`config.mk`:
```
export PLATFORM = sky130hd
export DESIGN_NAME = ysyx_23060025_axi_arbiter
export DESIGN_NICKNAME = d
export VERILOG_FILES = /design/src/rtl/ysyx_23060025_axi_arbiter.sv
export SDC_FILE = /design/constraint.sdc
export NUM_CORES = 1
export LEC_CHECK = 0
export ABC_AREA = 1
export CELL_PAD_IN_SITES_DETAIL_PLACEMENT = 1
export CELL_PAD_IN_SITES_GLOBAL_PLACEMENT = 1
export CORE_MARGIN = 5
export CORE_UTILIZATION = 10
export CTS_BUF_LIST = sky130_fd_sc_hd__clkbuf_8
export DETAILED_ROUTE_END_ITERATION = 8
export GPL_ROUTABILITY_DRIVEN = 0
export GPL_TIMING_DRIVEN = 0
export HOLD_SLACK_MARGIN = 0.1
export PLACE_DENSITY = 0.91
export RECOVER_POWER = 100
export SYNTH_ARGS = -nofsm -noshare
export SYNTH_HDL_FRONTEND = slang
export SYNTH_SLANG_ARGS = --single-unit
```
`constraint.sdc`:
```
create_clock -name clock -period 2.02 [get_ports clock]
set_clock_uncertainty 0.15 [all_clocks]
set_input_delay 0.303 -clock clock [delete_from_list [all_inputs] [get_ports clock]]
set_output_delay 0.303 -clock clock [all_outputs]
set_load 0.01 [all_outputs]
```
`src/rtl/ysyx_23060025_axi_arbiter.sv`:
```
// ysyx_23060025_axi_arbiter: grants one shared AXI slave port to icache (m0) bursts or LSU (m1) accesses.
module ysyx_23060025_axi_arbiter #(
    parameter int ADDR_LEN = 32,
    parameter int DATA_LEN = 32
) (
    input  logic                  clock,
    input  logic                  reset,
    input  logic [ADDR_LEN-1:0]   m0_araddr,
    input  logic [7:0]            m0_arlen,
    input  logic [2:0]            m0_arsize,
    input  logic                  m0_arvalid,
    output logic                  m0_arready,
    output logic [DATA_LEN-1:0]   m0_rdata,
    output logic [1:0]            m0_rresp,
    output logic                  m0_rlast,
    output logic                  m0_rvalid,
    input  logic                  m0_rready,
    input  logic [ADDR_LEN-1:0]   m1_araddr,
    input  logic [2:0]            m1_arsize,
    input  logic                  m1_arvalid,
    output logic                  m1_arready,
    output logic [DATA_LEN-1:0]   m1_rdata,
    output logic [1:0]            m1_rresp,
    output logic                  m1_rvalid,
    input  logic                  m1_rready,
    input  logic [ADDR_LEN-1:0]   m1_awaddr,
    input  logic [2:0]            m1_awsize,
    input  logic                  m1_awvalid,
    output logic                  m1_awready,
    input  logic [DATA_LEN-1:0]   m1_wdata,
    input  logic [DATA_LEN/8-1:0] m1_wstrb,
    input  logic                  m1_wvalid,
    output logic                  m1_wready,
    output logic [1:0]            m1_bresp,
    output logic                  m1_bvalid,
    input  logic                  m1_bready,
    output logic [ADDR_LEN-1:0]   s_araddr,
    output logic [7:0]            s_arlen,
    output logic [2:0]            s_arsize,
    output logic                  s_arvalid,
    input  logic                  s_arready,
    input  logic [DATA_LEN-1:0]   s_rdata,
    input  logic [1:0]            s_rresp,
    input  logic                  s_rlast,
    input  logic                  s_rvalid,
    output logic                  s_rready,
    output logic [ADDR_LEN-1:0]   s_awaddr,
    output logic [2:0]            s_awsize,
    output logic                  s_awvalid,
    input  logic                  s_awready,
    output logic [DATA_LEN-1:0]   s_wdata,
    output logic [DATA_LEN/8-1:0] s_wstrb,
    output logic                  s_wvalid,
    input  logic                  s_wready,
    input  logic [1:0]            s_bresp,
    input  logic                  s_bvalid,
    output logic                  s_bready
);
    typedef enum logic [1:0] {IDLE, IF_RD, LS_RD, LS_WR} state_e;
    state_e state_q, state_d;
    logic pending_q, pending_d;
    logic if_g, rd_g, wr_g, r_done, b_done;
    assign if_g   = state_q == IF_RD;
    assign rd_g   = state_q == LS_RD;
    assign wr_g   = state_q == LS_WR;
    assign r_done = s_rvalid & s_rready & s_rlast;
    assign b_done = s_bvalid & s_bready;
    // pending_if lets a waiting icache fetch beat a back-to-back LSU read
    always_comb begin
        state_d = state_q == IDLE ?
                  (m1_awvalid ? LS_WR :
                   (m1_arvalid && !(m0_arvalid && pending_q)) ? LS_RD :
                   m0_arvalid ? IF_RD : IDLE) :
                  (((if_g || rd_g) && r_done) || (wr_g && b_done)) ? IDLE : state_q;
        pending_d = (state_q == IDLE && state_d == IF_RD) ? 1'b0 :
                    ((rd_g || wr_g) && state_d == IDLE && m0_arvalid) ? 1'b1 : pending_q;
    end
    always_ff @(posedge clock) begin
        if (reset) begin
            state_q   <= IDLE;
            pending_q <= 1'b0;
        end else begin
            state_q   <= state_d;
            pending_q <= pending_d;
        end
    end
    assign s_araddr   = if_g ? m0_araddr : rd_g ? m1_araddr : '0;
    assign s_arlen    = if_g ? m0_arlen : 8'd0;
    assign s_arsize   = if_g ? m0_arsize : rd_g ? m1_arsize : 3'd0;
    assign s_arvalid  = (if_g & m0_arvalid) | (rd_g & m1_arvalid);
    assign s_rready   = (if_g & m0_rready) | (rd_g & m1_rready);
    assign m0_arready = if_g & s_arready;
    assign m0_rdata   = if_g ? s_rdata : '0;
    assign m0_rresp   = if_g ? s_rresp : 2'd0;
    assign m0_rlast   = if_g & s_rlast;
    assign m0_rvalid  = if_g & s_rvalid;
    assign m1_arready = rd_g & s_arready;
    assign m1_rdata   = rd_g ? s_rdata : '0;
    assign m1_rresp   = rd_g ? s_rresp : 2'd0;
    assign m1_rvalid  = rd_g & s_rvalid;
    assign s_awaddr   = wr_g ? m1_awaddr : '0;
    assign s_awsize   = wr_g ? m1_awsize : 3'd0;
    assign s_awvalid  = wr_g & m1_awvalid;
    assign m1_awready = wr_g & s_awready;
    assign s_wdata    = wr_g ? m1_wdata : '0;
    assign s_wstrb    = wr_g ? m1_wstrb : '0;
    assign s_wvalid   = wr_g & m1_wvalid;
    assign m1_wready  = wr_g & s_wready;
    assign m1_bresp   = wr_g ? s_bresp : 2'd0;
    assign m1_bvalid  = wr_g & s_bvalid;
    assign s_bready   = wr_g & m1_bready;
endmodule

```
==> metrics.csv, run 1 <==
metric;value;unit
ys_warn_count;0;
route.vias.total;4492;
critPathTopFamily;buffers and inverters;
critical_path_class;register to output port;
crit_buf_inv;7;
clk_path_buf_depth;2;
final_util;33.8;%
violations;negative setup slack;
first_pass_iters;4;
io_pins;397;
max-cap-violations;0;
syn2layout_area_growth;232;%
cp.arrival;1.60;ns
synthesis.area;0.00206;mm²
ant_nets;0;
ir_drop;153;µV
grt_max_degree;11;
ys_ff_latch;3;
grt_pass1_wl;26100;µm
multi_input_area;0.00145;mm²
cts_num_sinks;3;
synthAdderAreaFrac;2.43;%
max_stage_delay;0.36;ns
antenna_found_initial;0;
post_drt_wl_per_cell;15.8;µm
seq_area_frac_synth;2.92;%
finalPower;2.27;mW
hold_path_class;register to register;
whs;0.345;ns
synth_top_family_by_area;simple AND/OR/NAND/NOR gates;
wl;18800;µm
synth_area_leaders;nand2_1, inv_1, nand3_1;
die_h;153;µm
power_density;332;mW/mm²
clk_latency;0.22;ns
relSlewSlack;85.3;%
cp_cell_sequence;inv_4 > ha_4 > buf_12 > buf_16 > buf_8 > buf_8 > buf_6 > nand2_2 > nand2_1 > buf_2;
grt.total_usage;13.9;%
fill_cells;2586;
fin_crit_sh;102;%
setup_slack;-0.0366;ns
ff_latch_area;67.6;µm²
start_util;10.2;%
n_antenna_cell;0;
synth_xor_area_share;0;%
routed.top_layer;met4;
cts_root_buffer;clkbuf_8;
finalHoldViolations;0;
synth_fp_nets;702;
end_kind;output port;
pre_cts_slack;-0.600;ns
status;finished with violations;
grt_pass1_vias;4768;
cp.required;1.57;ns
fmax;0.486;GHz
final_cells;1192;
drc;0;
syn_area_per_cell;4.13;µm²
gr-total-overflow;0;
cts_max_level;1;
layout-drive-gt1-share;23.6;%
synthCells;498;
slew_viol_final;0;
layout_commonest_cell;nand2_1;
hold_buffers;0;
critical_path_peak_fanout;5;
synth_top_area_share;44.3;%
core_area;0.0202;mm²
crit_path_start_kind;register;
dieArea;0.0236;mm²
io_buffers;396;
p_leak;4.57;nW
synth_compound_area_share;1.09;%
tritoncts;done;
die_w;153;µm
yosysTopAreaCell;nand2_1;
met3_wirelength;1250;µm
post-dp-hpwl;15600;µm
grt_setup_unrepaired;true;
ys_types;16;
viasPerCell;3.77;
drt_iter0_drc;162;
cts_buffers;3;
dpl.cell_count;1164;
muxShareOfSynthArea;0;%
final.min_clock_period;2.06;ns
wl_met1;6870;µm
mostFrequentLayoutCells;nand2_1, clkdlybuf4s50_1, inv_1;
synth-simple-area-share;56.7;%
crit_top_cell;buf_8;
wl_met2;10400;µm
finalNetCount;1127;
row_count;52;
tightest_slew;0.219;ns
slowest_stage;dfxtp_4;
clkSlewWorstSetupHoldPaths;0.03;ns
finalSetupViolCount;4;
==> layer usage <==
metal / vias up / GRT usage [%]
met5: - / 0
met4: 0 / 2.48
met3: 18 / 2.86
met2: 220 / 28.7
met1: 2053 / 14.3
li1: 2201 / -
==> registers in the layout (all words and copies together) (netlist names) <==
name and count:
state_q 2, pending_q 1
==> power breakdown <==
group	switching, mW	internal, mW
Combinational	0.919	1.10
Sequential	0.00869	0.0681
Clock	0.0429	0.130
==> layout make-up <==
cell class	instances	area share, %
repair buffers	422	56.9
clock inverters	1	0.0549
multi-input cells	300	21.1
plain buffers	27	6.09
well taps	270	4.94
clock buffers	3	0.604
flip-flops and latches	3	0.988
inverters	166	9.33
==> cells in the mapped netlist <==
cell type	n
clkbuf_1	11
o21ai_0	1
nor2_1	8
nand2_4	2
inv_2	2
o21bai_1	1
a21oi_1	2
nand3_1	37
nand3_2	1
nand2_1	243
buf_2	16
inv_1	164
ha_1	4
dfxtp_1	3
nand2_2	1
buf_4	2
==> repair_timing <==
item,CTS,global route
buffers inserted,13,5
setup endpoints to repair,197,126
cloned,4,4
pin swaps,2,10
resized for setup,541,158
==> worst reg2reg max path, stage by stage, from the launching register on <==
cell and delay, ns:
dfxtp_4 0.36, inv_4 0.04, ha_4 0.16, buf_12 0.12, buf_16 0.14, buf_4 0.14
buf_4 0.13, nand2_4 0.05, nand2_4 0.05, nand2_4 0.08, nand3_1 0.13, nand3_1 0.10
nor2_1 0.05, nor2_1 0.09, nor2_1 0.05
==> through the flow <==
stage | instance area (µm²) | setup TNS [ns]
CTS | 6680 | -1.27
global placement | 6360 | -51.34
global route | 6840 | -1.15
detailed placement | 6360 | -59.77
floorplan | 2060 | 0
finish | 6840 | -0.0575
==> worst paths after layout <==
check	startpoint	end	slack, ns	cells after the start
max reg2reg	state_q[1]	pending_q	0.08	14
min	pending_q	pending_q	0.34	2
min reg2reg	pending_q	pending_q	0.34	2
max	state_q[1]	s_araddr[10]	-0.04	10
==> logic make-up after synthesis <==
group | after synthesis
AO/OA/AOI/OAI | 4
buffers and inverters | 195
AND/OR/NAND/NOR | 292
flip-flops | 3
adder cells (fa/ha/maj) | 4
(Power assumes the default switching activity.)
==> inputs of run 2 (changes only) <==
==> constraint.sdc (replaced) <==
create_clock -name clock -period 2.02 [get_ports clock]
set_clock_uncertainty 0.15 [all_clocks]
set_input_delay 0.404 -clock clock [delete_from_list [all_inputs] [get_ports clock]]
set_output_delay 0.404 -clock clock [all_outputs]
set_load 0.01 [all_outputs]
==> run 2 against run 1 <==
- the flow still finishes with violations (negative setup slack)
- global-route usage rose by 1.4 points
- first-iteration DRC count fell by 7.4%
- sequential share of layout area fell by 0.11 points
- largest power group unchanged
==> metrics.csv, run 2 (same netlist as run 1, synthesis figures left out) <==
metric;value;unit;change
syn2layout_area_growth;273;%;
start_util;10.2;%;unchanged
wl;22100;µm;+18%
hold_depth;2;;unchanged
viasPerCell;3.94;;+4.5%
cp.arrival;1.60;ns;about the same
postLayoutCellArea;0.00768;mm²;+12%
clk_latency;0.22;ns;about the same
max-cap-violations;0;;unchanged
slew_viol_final;0;;unchanged
cp.required;1.47;ns;-0.10 ns
grt_pass1_vias;5079;;+6.5%
cts_root_buffer;clkbuf_8;;
post-dp-hpwl;15600;µm;unchanged
post_drt_wl_per_cell;18.3;µm;+16%
grt_pass1_wl;28400;µm;+8.7%
crit_path_start_kind;register;;
die_w;153;µm;unchanged
finalSetupViolCount;52;;+48
antenna_found_initial;0;;unchanged
clkSlewWorstSetupHoldPaths;0.03;ns;about the same
largest_register_ffs;2;;unchanged
layout_commonest_cell;clkdlybuf4s50_1;;
dieArea;0.0236;mm²;unchanged
grt_setup_unrepaired;true;;
route.vias.total;4753;;+5.8%
relSlewSlack;80.7;%;-4.6 points
final.min_clock_period;2.15;ns;+0.0939 ns
first_pass_iters;4;;unchanged
rr_startpoint;state_q[1];;
clk_path_buf_depth;2;;unchanged
drt_iter0_drc;150;;-7.4%
hold_buffers;0;;unchanged
row_count;52;;unchanged
tritoncts;done;;
r2r-end;pending_q;;
violations;negative setup slack;;
ir_drop;158;µV;+3.1%
placed_area;0.00636;mm²;unchanged
grt_max_degree;11;;unchanged
critical_path_class;register to output port;;
mostFrequentLayoutCells;clkdlybuf4s50_1, nand2_1, inv_1;;
power_density;360;mW/mm²;+8.5%
fmax;0.465;GHz;-4.4%
p_leak;4.87;nW;+6.6%
critical_path_peak_fanout;6;;+1
fin_crit_sh;106;%;+4.6 points
regMostFlops;state_q;;
layout-drive-gt1-share;44.9;%;+21 points
hold_path_class;register to register;;
ant_nets;0;;unchanged
end_kind;output port;;
setup_slack;-0.131;ns;-0.0939 ns
finalNetCount;1142;;+1.3%
gr-total-overflow;0;;unchanged
reg_top3;state_q: 2 flops, pending_q: 1 flops;;
cts_max_level;1;;unchanged
core_area;0.0202;mm²;unchanged
die_h;153;µm;unchanged
tightest_slew;0.288;ns;+0.0685 ns
io_buffers;396;;unchanged
cts_buffers;3;;unchanged
r2r_setup_slack;0.21;ns;+0.13 ns
finalHoldViolations;0;;unchanged
grt.total_usage;15.3;%;+1.4 points
io_pins;397;;unchanged
whs;0.345;ns;+0.0000740 ns
drc;0;;unchanged
holdPathEnd;pending_q;;
min_from;pending_q;;
cts_num_sinks;3;;unchanged
n_antenna_cell;0;;unchanged
ff2ff_path_depth;12;;-2
status;finished with violations;;
==> run 2: changes by cell type in the layout (fill, tap and decap cells not counted), moves of 9 or more <==
cell             change
nand2_4             +43
buf_2               +12
nand2_1             -63
dlygate4sd2_1       -45
inv_1               -35
clkdlybuf4s15_1     -20
inv_2               +34
clkbuf_2             +9
nand3_1             -24
buf_6               +52
nand2_2             +19
nand3_2             +18
==> run 2: area by class of cell <==
cell class,instances,area [µm²]
Sequential cell,3,67.6
Multi-Input combinational cell,300,2010
Timing Repair Buffer,441,4180
Fill cell,2480,12600
Inverter,166,654
Buffer,23,392
Clock buffer,3,41.3
Tap cell,270,338
Clock inverter,1,3.75
==> run 2: worst max-delay path, cell delays in order (launching register included) <==
cell	delay, ns
dfxtp_4	0.38
inv_4	0.05
ha_4	0.15
buf_6	0.14
buf_12	0.14
buf_8	0.13
buf_6	0.11
nand3_2	0.04
nand2_1	0.07
buf_2	0.15
==> run 2: worst max-delay path by stage <==
| stage | from | endpoint | slack [ns] | cells after the start |
|---|---|---|---|---|
| 3_5_place_dp | state_q[1] | s_arsize[1] | -0.70 | 7 |
| 4_1_cts | state_q[0] | s_araddr[6] | -0.14 | 9 |
| 2_1_floorplan | state_q[1] | s_araddr[10] | 0.29 | 7 |
| 3_3_place_gp | state_q[1] | s_arsize[1] | -0.69 | 7 |
| 5_1_grt | state_q[0] | s_araddr[1] | -0.18 | 9 |
| 6_report | state_q[0] | s_araddr[1] | -0.13 | 9 |
==> run 2: power by group <==
part           leakage [nW]  switching, mW  internal [mW]
clock                0.0269         0.0437          0.130
sequential           0.0259         0.0145         0.0682
combinational          4.82           1.17           1.34
==> run 2: stage by stage <==
step	power [mW]	TNS (ns)	utilization (%)	instances	setup WS, ns
3_5_place_dp	1.83	-79.69	31.4	1164	-0.701
4_1_cts	2.39	-5.37	34.6	1204	-0.140
2_1_floorplan	0.667	0	-	498	0.293
3_3_place_gp	1.79	-71.00	31.4	1164	-0.687
6_report	2.77	-1.97	38.0	1207	-0.131
5_1_grt	2.93	-9.27	38.0	1207	-0.177
==> run 2: timing repair <==
item                                    CTS  global route
endpoints found under the setup margin  197           164
gates cloned                              9             7
pin swaps                                29            22
gates resized for setup                 813           331
setup buffers                            27             3
==> run 2: per-layer routing <==
layer	share of wire (%)	up-vias	GRT usage [%]
li1	-	2231	-
met5	0	-	0
met3	6.4	55	3.22
met4	3.5	0	3.57
met2	57	260	31.5
met1	34	2207	15.4
